[src/rtl/ann_pkg.sv]
// Shared definitions for the neural-network layer stages.
// Latency: n/a (types and constants only).
// Backpressure: n/a.
package ann_pkg;

  // Default geometry of one neuron stage.
  localparam int ANN_DATA_W   = 16;
  localparam int ANN_FRAC_W   = 8;
  localparam int ANN_ADDR_W   = 5;
  localparam int ANN_N_INPUTS = 28;
  localparam int ANN_ACC_W    = 40;

  // Sequencer state encoding shared by the MAC stages.
  typedef enum logic [1:0] {
    ST_IDLE   = 2'd0,
    ST_RUN    = 2'd1,
    ST_FINISH = 2'd2
  } mac_state_e;

  // Q8.8 reference constants.
  localparam logic [15:0] Q_ONE = 16'h0100;
  localparam logic [15:0] Q_MAX = 16'h7FFF;
  localparam logic [15:0] Q_MIN = 16'h8000;

endpackage

[src/rtl/fxp_sat_relu.sv]
// Rescales a wide fixed-point accumulator to DATA_W, saturates, then optional ReLU.
// Latency: combinational.
// Backpressure: none; pure function of its inputs.
module fxp_sat_relu #(
  parameter int ACC_W  = 40,
  parameter int DATA_W = 16,
  parameter int FRAC_W = 8
) (
  input  logic [ACC_W-1:0]  acc_in,
  input  logic              relu_en,
  output logic [DATA_W-1:0] y_out,
  output logic              sat_out
);

  // Largest and smallest DATA_W signed values, sign-extended to ACC_W.
  localparam logic signed [ACC_W-1:0] MAX_V =
    {{(ACC_W-DATA_W+1){1'b0}}, {(DATA_W-1){1'b1}}};
  localparam logic signed [ACC_W-1:0] MIN_V =
    {{(ACC_W-DATA_W+1){1'b1}}, {(DATA_W-1){1'b0}}};

  logic signed [ACC_W-1:0] shifted;

  // Arithmetic shift drops the extra fraction bits with floor rounding.
  assign shifted = $signed(acc_in) >>> FRAC_W;

  // Clip to the DATA_W range first; ReLU then zeroes negatives without touching the clip flag.
  always_comb begin
    y_out   = shifted[DATA_W-1:0];
    sat_out = 1'b0;
    if (shifted > MAX_V) begin
      y_out   = MAX_V[DATA_W-1:0];
      sat_out = 1'b1;
    end else if (shifted < MIN_V) begin
      y_out   = MIN_V[DATA_W-1:0];
      sat_out = 1'b1;
    end
    if (relu_en && y_out[DATA_W-1]) begin
      y_out = '0;
    end
  end

endmodule

[src/rtl/neuron_mac_unit.sv]
// Single-neuron dot product: sweeps weight/input BRAMs, accumulates, adds bias, saturates, ReLU.
// Latency: y_valid pulses N_INPUTS+1 clocks after start is accepted; one neuron per N_INPUTS+2.
// Backpressure: none; start is ignored while busy and the result is a one-cycle valid pulse.
module neuron_mac_unit
  import ann_pkg::*;
#(
  parameter int N_INPUTS = ANN_N_INPUTS,
  parameter int ADDR_W   = ANN_ADDR_W,
  parameter int DATA_W   = ANN_DATA_W,
  parameter int FRAC_W   = ANN_FRAC_W,
  parameter int ACC_W    = ANN_ACC_W
) (
  input  logic              clk,
  input  logic              rst_n,
  input  logic              start,
  input  logic              relu_en,
  input  logic [DATA_W-1:0] bias,
  output logic [ADDR_W-1:0] w_addr,
  output logic              w_en,
  output logic              w_we,
  input  logic [DATA_W-1:0] w_do,
  output logic [ADDR_W-1:0] x_addr,
  output logic              x_en,
  input  logic [DATA_W-1:0] x_do,
  output logic              busy,
  output logic [DATA_W-1:0] y,
  output logic              y_valid,
  output logic              sat
);

  localparam logic [ADDR_W-1:0] LAST_ADDR = ADDR_W'(N_INPUTS - 1);

  mac_state_e        state_q, state_d;
  logic [ADDR_W-1:0] addr_q, addr_d;
  logic              en_q, en_d;
  logic              busy_q, busy_d;
  logic [ACC_W-1:0]  acc_q, acc_d;
  logic [DATA_W-1:0] bias_q, bias_d;
  logic              relu_q, relu_d;
  logic [DATA_W-1:0] y_q, y_d;
  logic              y_valid_q, y_valid_d;
  logic              sat_q, sat_d;

  logic signed [2*DATA_W-1:0] prod;
  logic [ACC_W-1:0]           prod_ext;
  logic [ACC_W-1:0]           bias_ext;
  logic [ACC_W-1:0]           biased_sum;
  logic [DATA_W-1:0]          sr_y;
  logic                       sr_sat;

  // Full-precision product of the BRAM words that arrived on the preceding negedge.
  assign prod     = $signed(w_do) * $signed(x_do);
  assign prod_ext = {{(ACC_W-2*DATA_W){prod[2*DATA_W-1]}}, prod};

  // Bias is aligned to the product's 2*FRAC_W fraction before the final rescale.
  assign bias_ext   = {{(ACC_W-DATA_W){bias_q[DATA_W-1]}}, bias_q};
  assign biased_sum = acc_q + (bias_ext << FRAC_W);

  fxp_sat_relu #(
    .ACC_W  (ACC_W),
    .DATA_W (DATA_W),
    .FRAC_W (FRAC_W)
  ) u_sat_relu (
    .acc_in  (biased_sum),
    .relu_en (relu_q),
    .y_out   (sr_y),
    .sat_out (sr_sat)
  );

  // Sequencer: accept start, sweep the address range, then register the rescaled result.
  always_comb begin
    state_d   = state_q;
    addr_d    = addr_q;
    en_d      = en_q;
    busy_d    = busy_q;
    acc_d     = acc_q;
    bias_d    = bias_q;
    relu_d    = relu_q;
    y_d       = y_q;
    sat_d     = sat_q;
    y_valid_d = 1'b0;
    case (state_q)
      ST_IDLE: begin
        if (start) begin
          bias_d  = bias;
          relu_d  = relu_en;
          acc_d   = '0;
          addr_d  = '0;
          en_d    = 1'b1;
          busy_d  = 1'b1;
          state_d = ST_RUN;
        end
      end
      ST_RUN: begin
        acc_d = acc_q + prod_ext;
        if (addr_q == LAST_ADDR) begin
          en_d    = 1'b0;
          addr_d  = '0;
          state_d = ST_FINISH;
        end else begin
          addr_d = addr_q + ADDR_W'(1);
        end
      end
      ST_FINISH: begin
        y_d       = sr_y;
        sat_d     = sr_sat;
        y_valid_d = 1'b1;
        busy_d    = 1'b0;
        state_d   = ST_IDLE;
      end
      default: begin
        en_d    = 1'b0;
        busy_d  = 1'b0;
        state_d = ST_IDLE;
      end
    endcase
  end

  // State registers; reset aborts any sweep and clears the held result.
  always_ff @(posedge clk or negedge rst_n) begin
    if (!rst_n) begin
      state_q   <= ST_IDLE;
      addr_q    <= '0;
      en_q      <= 1'b0;
      busy_q    <= 1'b0;
      acc_q     <= '0;
      bias_q    <= '0;
      relu_q    <= 1'b0;
      y_q       <= '0;
      y_valid_q <= 1'b0;
      sat_q     <= 1'b0;
    end else begin
      state_q   <= state_d;
      addr_q    <= addr_d;
      en_q      <= en_d;
      busy_q    <= busy_d;
      acc_q     <= acc_d;
      bias_q    <= bias_d;
      relu_q    <= relu_d;
      y_q       <= y_d;
      y_valid_q <= y_valid_d;
      sat_q     <= sat_d;
    end
  end

  // Both BRAMs share one address and enable; this block never writes.
  assign w_addr  = addr_q;
  assign x_addr  = addr_q;
  assign w_en    = en_q;
  assign x_en    = en_q;
  assign w_we    = 1'b0;
  assign busy    = busy_q;
  assign y       = y_q;
  assign y_valid = y_valid_q;
  assign sat     = sat_q;

endmodule

[config.mk]
export PLATFORM = sky130hd
export DESIGN_NAME = neuron_mac_unit
export DESIGN_NICKNAME = d
export VERILOG_FILES = /design/src/rtl/ann_pkg.sv /design/src/rtl/fxp_sat_relu.sv /design/src/rtl/neuron_mac_unit.sv
export SDC_FILE = /design/constraint.sdc
export NUM_CORES = 1
export LEC_CHECK = 0
export BUFFER_PORTS_ARGS = -buffer_cell sky130_fd_sc_hd__buf_2
export CAP_MARGIN = 40
export CORE_MARGIN = 2
export CORE_UTILIZATION = 35
export CTS_CLUSTER_SIZE = 8
export DETAILED_ROUTE_END_ITERATION = 8
export GPL_ROUTABILITY_DRIVEN = 0
export PLACE_DENSITY = 0.54
export SLEW_MARGIN = 40
export SYNTH_ARGS = -nofsm -noshare
export SYNTH_HDL_FRONTEND = slang
export SYNTH_SLANG_ARGS = --single-unit
[constraint.sdc]
create_clock -name clk -period 3.8 [get_ports clk]
set_clock_uncertainty 0.2 [all_clocks]
set_input_delay 0.19 -clock clk [delete_from_list [all_inputs] [get_ports clk]]
set_output_delay 0.19 -clock clk [all_outputs]
set_load 0.01 [all_outputs]
# Word-level counts from Yosys, hierarchy flattened
# Index checks and enable logic that the tools add are counted.
[classes]
n_lt_le_gt_ge = 2
n_reduce_logical = 8
mux = 18
n_eq_ne = 5
n_bitwise = 2
add_sub_neg = 3
n_mul = 1
[op_table]
columns = ["operator", "n"]
rows = [
  ["40-bit adder", 2],
  ["40-bit case mux with 2 select lines", 1],
  ["16-bit 2-to-1 mux", 3],
  ["40-bit 2-to-1 mux", 1],
  ["32-bit by 16-bit > comparator with 1-bit output (second input constant)", 1],
  ["32-bit by 16-bit < comparator with 1-bit output (second input constant)", 1],
  ["16-bit by 16-bit multiplier with 32-bit output", 1],
  ["5-bit 2-to-1 mux", 2],
  ["5-bit case mux with 2 select lines", 1],
  ["2-bit AND reduction", 4],
  ["5-bit by 1-bit adder with 5-bit output (second input constant)", 1],
  ["5-bit equality test (second input constant)", 1],
  ["1-bit 2-to-1 mux", 5],
  ["2-bit 2-to-1 mux", 2],
  ["2-bit inequality test (second input constant)", 2],
  ["2-bit case mux with 2 select lines", 1],
  ["1-bit case mux with 3 select lines", 1],
  ["3-bit AND reduction", 1],
  ["2-bit by 1-bit equality test with 1-bit output (second input constant)", 1],
  ["2-bit equality test (second input constant)", 1],
  ["2-bit zero test", 1],
  ["1-bit inverter", 2],
  ["1-bit case mux with 2 select lines", 1],
  ["2-bit nonzero test", 1],
  ["1-bit logical AND", 1],
]
[word_totals]
inputBits = 52
word_cells = 49
out_inout_bits = 32
register_bits = 84

# Longest topological paths before layout
# Gate-level depths: netlist of run 1.
[logic_depth]
ltp_word = 6
mapped_depth = 36
depth_no_buf = 35

# Hierarchy
# From an unflattened synthesis of run 1, not the netlist that was laid out.
[unflattened]
cells_unflattened = 1813
hier_area_um2 = 16615.9
[by_module_without_submodules]
columns = ["module", "seq_area_each_um2", "cells_per_inst", "n_inst", "area_per_inst_um2"]
rows = [
  ["neuron_mac_unit", 2102.0, 1783, 1, 16387.0],
  ["fxp_sat_relu", 0.0, 30, 1, 229.0],
]

# Worst setup path after synthesis of run 1
# No wires, ideal clock.
[synth_timing]
path_kind = "input to register"
from = "input port w_do[5]"
to = "register acc_q[33]"
arrival_time_ps = 8057
cell_stages = 32
n_path_buf = 1
setup_ps = 126
slack_ps = -4583
t_required_ps = 3474
path_cell_list = "clkbuf_1 > and2_1 > fa_1 > inv_1 > fa_1 > fa_1 > fa_1 > inv_1 > fa_1 > inv_1 > fa_1 > inv_1 > ha_1 > a21o_1 > a41oi_1 > o21ai_0 > a2111oi_0 > a21oi_1 > nand3_1 > nand2_1 > xnor2_1 > ha_1 > a21o_1 > a21o_1 > a211o_1 > a211oi_1 > a21bo_2 > a21oi_1 > o31ai_1 > a311oi_1 > mux2i_1 > nand2_1"
[synth_between]
elab_chain_len = 3
[synth_lines]
columns = ["item", "line", "source"]
rows = [
  ["start: declaration", "neuron_mac_unit.sv:21", "input logic [DATA_W-1:0] w_do,"],
  ["16-bit by 16-bit multiplier with 32-bit output", "neuron_mac_unit.sv:52", "assign prod = $signed(w_do) * $signed(x_do);"],
  ["40-bit adder", "neuron_mac_unit.sv:95", "acc_d = acc_q + prod_ext;"],
  ["40-bit case mux with 2 select lines", "neuron_mac_unit.sv:82", "case (state_q)"],
  ["end signal: assignment", "neuron_mac_unit.sv:126", "acc_q <= '0;"],
  ["end signal: assignment", "neuron_mac_unit.sv:137", "acc_q <= acc_d;"],
  ["end: declaration", "neuron_mac_unit.sv:37", "logic [ACC_W-1:0] acc_q, acc_d;"],
]
# Every way passes these cells.
# A chain may end at the register's enable or synchronous reset.

# Final worst setup path of run 1
[layout_timing]
from = "input port x_do[6]"
to = "register acc_q[32]"
[layout_between]
elab_chain_len = 3
[layout_lines]
columns = ["item", "line", "source"]
rows = [
  ["start: declaration", "neuron_mac_unit.sv:24", "input logic [DATA_W-1:0] x_do,"],
  ["16-bit by 16-bit multiplier with 32-bit output", "neuron_mac_unit.sv:52", ""],
  ["40-bit adder", "neuron_mac_unit.sv:95", ""],
  ["40-bit case mux with 2 select lines", "neuron_mac_unit.sv:82", ""],
]
# Every way passes these cells.

==> reports/qor.yml, run 1 <==
synth-main-ff-cell: "dfrtp_1"
status: "finished with violations"
wire_per_inst_um: 15.6
regToRegEndpoint: "y[4]"
ios: 84
cp_common_cell: "fa_1"
grt_usage_pct: 19.4
worst_slack_ns: -3.78
area_growth_pct: 39.5
avgSynthCellArea_um2: 8.93
drt_iter0_drc: 557
coreArea_um2: 47900
fin_crit_sh_pct: 200
grt_max_degree: 67
firstDrtPassIters: 5
syn-instance-count: 1911
path_max_fanout: 6
die_h_um: 225
setup_viol: 52
antenna_found_initial: 1
synth.area.top_cells: "fa_1 (31%), dfrtp_1 (12%), ha_1 (11%), inv_1 (7.2%), and2_1 (5.0%)"
wirelength_um: 46900
required_ns: 3.85
hold_path.class: "in -> reg"
tns_ns: -102.83
fillCellCount: 4433
critical_path_class: "in -> reg"
synth_edf_count: 0
finalHoldViolCount: 0
cp.arrival_ns: 7.63
min_period_ns: 7.58
num_rows: 80
grt-ovfl-total: 0
synth-seq-cells: 84
clk_pin_slew_worst_paths_ns: 0.07
drive_gt1_share_pct: 33.8
clock-sinks: 84
htreeDepth: 3
violations: "setup timing"
post_drt_via_cell_ratio: 5.00
fin_nets: 2855
ff2ff_setup_slack_ns: -0.46
yosysTopAreaCell: "fa_1"
vias: 15005
reg2reg_from: "acc_q[8]"
fmax_mhz: 132
antennaDiodeCount: 0
critPathCaptureType: "flop"
cts_buffer_depth: 2
drc: 0
die-area_um2: 50500
die_w_um: 225
crit_slowest_cell: "fa_1"
cts_tree: "yes"
cp-start-kind: "input pin"
synth_area_um2: 17100
cts_inserted_buffers: 9
reg2reg_depth: 13
worst_pin_slew_ns: 0.653
synthArstFlopShare_pct: 100
port-buffer-count: 82
critical-path-max-stage-delay_ns: 0.54
synthesis.nets: 2382
startpoint: "x_do[6]"
synth-seq-area-share_pct: 12.3
root_buffer: "clkbuf_16"
maxCapViolations: 0
rsz0062_at_grt: "yes"
ys_warn_count: 0
start_util_pct: 35.6
grt_pass1_vias: 16343
slew-limit-headroom_pct: 55.8
synth_top_area_share_pct: 31.0
synth.distinct_cells: 77
cp-endpoint: "acc_q[32]"
drv_slew: 0
grt_pass1_wl_um: 79400
clk_latency_ns: 0.36
ant_nets: 0
hpwl_um: 37600
==> cells in the final DEF (no fill, tap or decap), types with 34 or more instances in the layout <==
master,n
a21oi_1,55
ha_1,109
nor2_1,52
fa_1,250
buf_2,53
nand2_1,181
a21o_1,36
inv_1,296
buf_4,382
xnor2_1,39
o21ai_0,34
buf_6,59
dfrtp_1,83
and2_1,108
ha_4,40
==> critical path, delay by kind of cell <==
family / cells / cell delay [ns]
compound gates: 12 / 2.65
xor+xnor: 1 / 0.14
fa+ha+maj: 8 / 3.49
buf+inv: 5 / 0.28
simple gates: 3 / 0.85
==> routing by layer <==
| layer | global-route usage, % | part of all wire, % |
|---|---|---|
| met1 | 24.0 | 43 |
| met2 | 36.4 | 53 |
| met3 | 1.96 | 2.5 |
| met4 | 3.76 | 1.6 |
| met5 | 0 | 0.021 |
==> how the worst min path moves through the flow <==
| stage | start | to | slack [ns] | cells past startpoint |
|---|---|---|---|---|
| finish | start | busy | 0.11 | 3 |
| global route | start | busy | 0.12 | 3 |
| CTS | start | busy | 0.1 | 3 |
| detailed placement | rst_n | y[1] | 0.05 | 1 |
| floorplan | rst_n | acc_q[0] | -0.31 | 0 |
| global placement | rst_n | y[1] | 0.17 | 1 |
==> Yosys cell counts, types with 19 or more instances <==
master	n
inv_1	326
fa_1	264
nand2_1	192
ha_1	155
and2_1	137
dfrtp_1	84
a21oi_1	83
o21ai_0	68
nor2_1	61
clkbuf_1	59
xnor2_1	58
a21o_1	36
nand2b_1	33
xor2_1	29
nor3_1	22
a22o_1	20
nand3_1	19
==> kinds of logic (layout without fill, tap and decap cells) <==
logic type / Yosys count / count (layout) / share of synthesized area, %
flip-flops: 84 / 84 / 12.3
multiplexers: 21 / 21 / 1.36
buffers and inverters: 395 / 873 / 8.90
other: 1 / 1 / 0.0220
AO/OA/AOI/OAI: 349 / 349 / 13.8
XOR/XNOR: 87 / 87 / 4.47
adder cells (fa/ha/maj): 419 / 419 / 42.4
AND/OR/NAND/NOR: 555 / 555 / 16.8
==> final cells by class <==
cell class / count / area (um2) / area share (%)
multi-input cells: 1432 / 15000 / 63.2
repair buffers: 531 / 4350 / 18.3
flip-flops and latches: 84 / 2100 / 8.84
inverters: 326 / 1230 / 5.16
well taps: 615 / 769 / 3.23
clock buffers: 9 / 225 / 0.946
clock inverters: 7 / 80.1 / 0.336
==> registers in the layout, indices dropped and copies added (netlist names) <==
name / flops
w_en: 1
w_addr: 5
bias_q: 16
y: 16
state_q: 2
y_valid: 1
busy: 1
acc_q: 40
relu_q: 1
sat: 1
==> stage by stage <==
step                      worst slack [ns]  instance area [um2]  cells  util (%)  hold slack, ns
after global placement               -4.36                21200   2916      44.3           0.172
after detailed placement             -4.40                21200   2916      44.3          0.0516
after floorplan                      -3.95                17600   1911         -          -0.306
final                                -3.78                23800   3004      49.6           0.109
after global routing                 -4.07                23800   3004      49.6           0.118
after CTS                            -3.73                23300   2994      48.7          0.0985
==> repair_timing <==
item,CTS,global route
setup endpoints to repair,52,52
hold endpoints to repair,82,0
pin swaps,155,98
gates resized for setup,279,84
hold buffers,18,0
cloned,3,0
buffers inserted,41,19
Power of run 1 is not shown: default switching activity piles up to over one toggle a cycle in this logic, so the estimate is an artifact.
==> inputs of run 2 (changes only) <==
==> constraint.sdc (replaced) <==
create_clock -name clk -period 6.4 [get_ports clk]
set_clock_uncertainty 0.2 [all_clocks]
set_input_delay 0.32 -clock clk [delete_from_list [all_inputs] [get_ports clk]]
set_output_delay 0.32 -clock clk [all_outputs]
set_load 0.01 [all_outputs]
==> run 2 against run 1 <==
Against the previous run: the run still ends with setup timing left; register-to-register slack improved by 1.9 ns; largest cell class unchanged; clock-buffer cell count did not move; critical path type unchanged; first-iteration DRC count is 28% higher; worst hold slack lost 0.10 ns; final cell count shrank 4.5%; non-clock buffer count shrank 135.
==> reports/qor.yml, run 2 (synthesized netlist as in run 1, its figures left out) <==
status: "finished with violations"
violations: "setup timing"
hpwl_um: 36500
critical-path-max-stage-delay_ns: 0.52
fin_crit_sh_pct: 122
clk_pin_slew_worst_paths_ns: 0.07
required_ns: 6.44
drv_slew: 0
grt_usage_pct: 18.0
worst_pin_slew_ns: 0.780
ant_nets: 0
crit_buf_inv: 6
drt_iter0_drc: 714
antenna_found_initial: 0
clk_latency_ns: 0.35
final_common_cell: "inv_1"
grt_pass1_vias: 14994
firstDrtPassIters: 5
rsz0062_at_grt: "yes"
htreeDepth: 3
min_period_ns: 7.78
critPathCaptureType: "flop"
cp.arrival_ns: 7.82
drive_gt1_share_pct: 26.2
largest_register: "acc_q"
final_cell_mix: "inv_1 (313), buf_4 (281), fa_1 (257), nand2_1 (184), ha_1 (128)"
finalHoldViolCount: 0
area_growth_pct: 28.2
start_util_pct: 35.6
clock-sinks: 84
fin_nets: 2720
num_rows: 80
crit_slowest_cell: "fa_1"
die_h_um: 225
fmax_mhz: 129
tns_ns: -21.56
place_area_um2: 20300
setup_viol: 24
cts_inserted_buffers: 9
grt-ovfl-total: 0
cts_tree: "yes"
wire_per_inst_um: 15.4
grt_pass1_wl_um: 74400
path_max_fanout: 7
largest_reg_flops: 40
cpLargestDelayFamily: "adder cells"
die-area_um2: 50500
die_w_um: 225
drc: 0
cp-start-kind: "input pin"
post_drt_via_cell_ratio: 5.01
wirelength_um: 44100
hold_path.class: "in -> reg"
slew-limit-headroom_pct: 47.8
maxCapViolations: 0
fillCellCount: 4660
vias: 14381
grt_max_degree: 60
worst_slack_ns: -1.38
antennaDiodeCount: 0
critical_path_class: "in -> reg"
port-buffer-count: 82
ios: 84
cp_common_cell: "fa_1"
root_buffer: "clkbuf_16"
cts_buffer_depth: 2
coreArea_um2: 47900
design_area_um2: 21900
[run 2: cell types whose count changed in the layout (fill, tap and decap cells not counted), moves of 8 or more]
cell           previous run  this run
buf_6                    59        40
inv_1                   296       313
dlygate4sd3_1            18         9
inv_2                    28        13
o21ai_0                  34        43
o21ai_1                  30        22
ha_1                    109       128
buf_4                   382       281
ha_4                     40        21
[run 2: routing by layer]
layer / vias to the layer above / track usage (%) / part of all wire, %
li1: 6909 / - / -
met1: 7224 / 23.5 / 43
met2: 214 / 32.8 / 53
met3: 34 / 1.91 / 3.0
met4: 0 / 2.54 / 1.1
met5: - / 0 / 0
[run 2: worst paths after layout]
kind,from,end,slack (ns),cells after the start
worst max register to register,bias_q[15],y[14],1.47,11
max in group asynchronous,rst_n,acc_q[18],4.88,3
worst min register to register,y[15],y[15],0.29,2
worst max-delay path,w_do[5],acc_q[32],-1.38,30
min in group asynchronous,rst_n,relu_q,0.23,2
worst min-delay path,bias[6],bias_q[6],0.008,2
[run 2: timing repair]
action / 4_1_cts / 5_1_grt
resized for setup: 137 / 78
setup buffers: 30 / 14
hold endpoints to repair: 33 / 0
endpoints found under the setup margin: 26 / 27
hold buffers: 9 / 0
pin swaps: 99 / 74
[run 2: final cells by class]
cell class              count  area (um2)  area share (%)
clock inverters             7         105           0.481
flip-flops and latches     84        2100            9.62
inverters                 326        1220            5.60
clock buffers               9         225            1.03
multi-input cells        1432       14300            65.6
repair buffers            396        3090            14.1
well taps                 615         769            3.52
[run 2: metrics by stage]
stage          setup slack (ns)  utilization, %  hold WS (ns)  std cells
6_report                  -1.38            45.6       0.00833       2869
5_1_grt                   -1.61            45.6       0.00147       2869
4_1_cts                   -1.36            44.8      0.000773       2858
3_5_place_dp              -1.93            42.3        0.0668       2804
3_3_place_gp              -1.81            42.2        0.0627       2804
2_1_floorplan             -1.48               -        -0.176       1911
Power of run 2 is left out for the same reason.
==> inputs of run 3 (changes only) <==
--- a/config.mk
+++ b/config.mk
@@ -13,6 +13,7 @@
 export DETAILED_ROUTE_END_ITERATION = 8
 export GPL_ROUTABILITY_DRIVEN = 0
 export PLACE_DENSITY = 0.54
+export REMOVE_ABC_BUFFERS = 1
 export SLEW_MARGIN = 40
 export SYNTH_ARGS = -nofsm -noshare
 export SYNTH_HDL_FRONTEND = slang
==> run 3 against run 2 <==
Against the previous run: the run still ends with setup timing left; first-iteration DRC count down 15%; sequential cell count unchanged; maximum frequency down 0.32%; wire length about the same; die area unchanged; core utilization up 0.052 points; non-clock buffer count up 12; setup slack worse by 0.025 ns.
==> reports/qor.yml, run 3 (synthesized netlist as in run 1, its figures left out) <==
status: "finished with violations"
violations: "setup timing"
htreeDepth: 3
cp.arrival_ns: 7.85
grt_busiest_layer: "met2"
cts_tree: "yes"
setup_viol: 23
wire_per_inst_um: 15.3
dp_slack_ns: -2.19
rsz0062_at_grt: "yes"
firstDrtPassIters: 5
ios: 84
grt-ovfl-total: 0
drive_gt1_share_pct: 26.7
drc: 0
ff2ff_setup_slack_ns: 1.50
grt_use_met3_pct: 2.00
hold_path.class: "in -> reg"
largest_reg_flops: 40
fmax_mhz: 128
clk_latency_ns: 0.35
final_cell_mix: "inv_1 (305), buf_4 (293), fa_1 (248), nand2_1 (183), ha_1 (133)"
num_rows: 80
grt_usage_pct: 17.8
fin_nets: 2732
largest_register: "acc_q"
hpwl_um: 36000
ant_nets: 0
finalHoldViolCount: 0
clk_pin_slew_worst_paths_ns: 0.07
area_growth_pct: 28.3
worst_pin_slew_ns: 0.787
root_buffer: "clkbuf_16"
cts_inserted_buffers: 9
vias: 14468
start_util_pct: 35.6
required_ns: 6.44
maxCapViolations: 0
met2_usage_pct: 32.0
fin_crit_sh_pct: 122
final_common_cell: "inv_1"
min_period_ns: 7.80
die-area_um2: 50500
path_max_fanout: 7
critPathCaptureType: "flop"
grt_max_degree: 54
wirelength_um: 44100
cp_common_cell: "fa_1"
cts_buffer_depth: 2
grt_pass1_vias: 15014
port-buffer-count: 82
grt_pass1_wl_um: 73300
clock-sinks: 84
die_h_um: 225
drt_iter0_drc: 610
die_w_um: 225
critical_path_class: "in -> reg"
fin_hold_ws_ns: 0.0111
drv_slew: 0
critical-path-max-stage-delay_ns: 0.58
antenna_found_initial: 0
cp-start-kind: "input pin"
globalRouteMet1Util_pct: 23.0
antennaDiodeCount: 0
post_drt_via_cell_ratio: 5.02
coreArea_um2: 47900
slew-limit-headroom_pct: 47.3
worst_slack_ns: -1.40
crit_slowest_cell: "fa_2"
-- run 3: area by class of cell --
type	instances	area, um2
Fill cell	4588	26100
Clock inverter	5	108
Inverter	326	1230
Multi-Input combinational cell	1432	14300
Sequential cell	84	2100
Timing Repair Buffer	408	3140
Clock buffer	10	239
Tap cell	615	769
-- run 3: metal layers --
metal,up-vias,wire length [um]
met2,188,23000
met4,0,864
met1,7296,19300
li1,6929,-
met5,-,0
met3,55,986
-- run 3: path summary, 6_finish.rpt --
check	cells after the start	startpoint	end
worst min-delay path	2	bias[12]	bias_q[12]
min in group asynchronous	2	rst_n	bias_q[1]
max in group asynchronous	3	rst_n	acc_q[29]
worst max register to register	11	bias_q[15]	y[4]
worst min register to register	2	y[15]	y[15]
worst max-delay path	31	x_do[10]	acc_q[32]
-- run 3: timing repair --
item,4_1_cts,5_1_grt
gates cloned,2,0
endpoints found under the hold margin,39,0
hold buffers,9,0
resized for setup,189,85
endpoints found under the setup margin,26,27
pin swaps,148,76
setup buffers,35,13
-- run 3: per-stage QoR --
step	setup TNS, ns	util (%)	instances	instance area [um2]
3_5_place_dp	-41.92	41.7	2806	20000
5_1_grt	-29.93	45.6	2880	21900
4_1_cts	-20.95	44.7	2867	21400
2_1_floorplan	-27.12	-	1842	16800
6_report	-23.11	45.6	2880	21900
3_3_place_gp	-40.88	41.7	2806	20000
-- run 3: worst max-delay path, delay by kind of cell --
kind | cells | cell delay [ns]
xor+xnor | 1 | 0.14
fa+ha+maj | 8 | 3.66
compound gates | 11 | 2.08
simple gates | 5 | 0.99
buf+inv | 6 | 0.62
Power of run 3 is left out for the same reason.
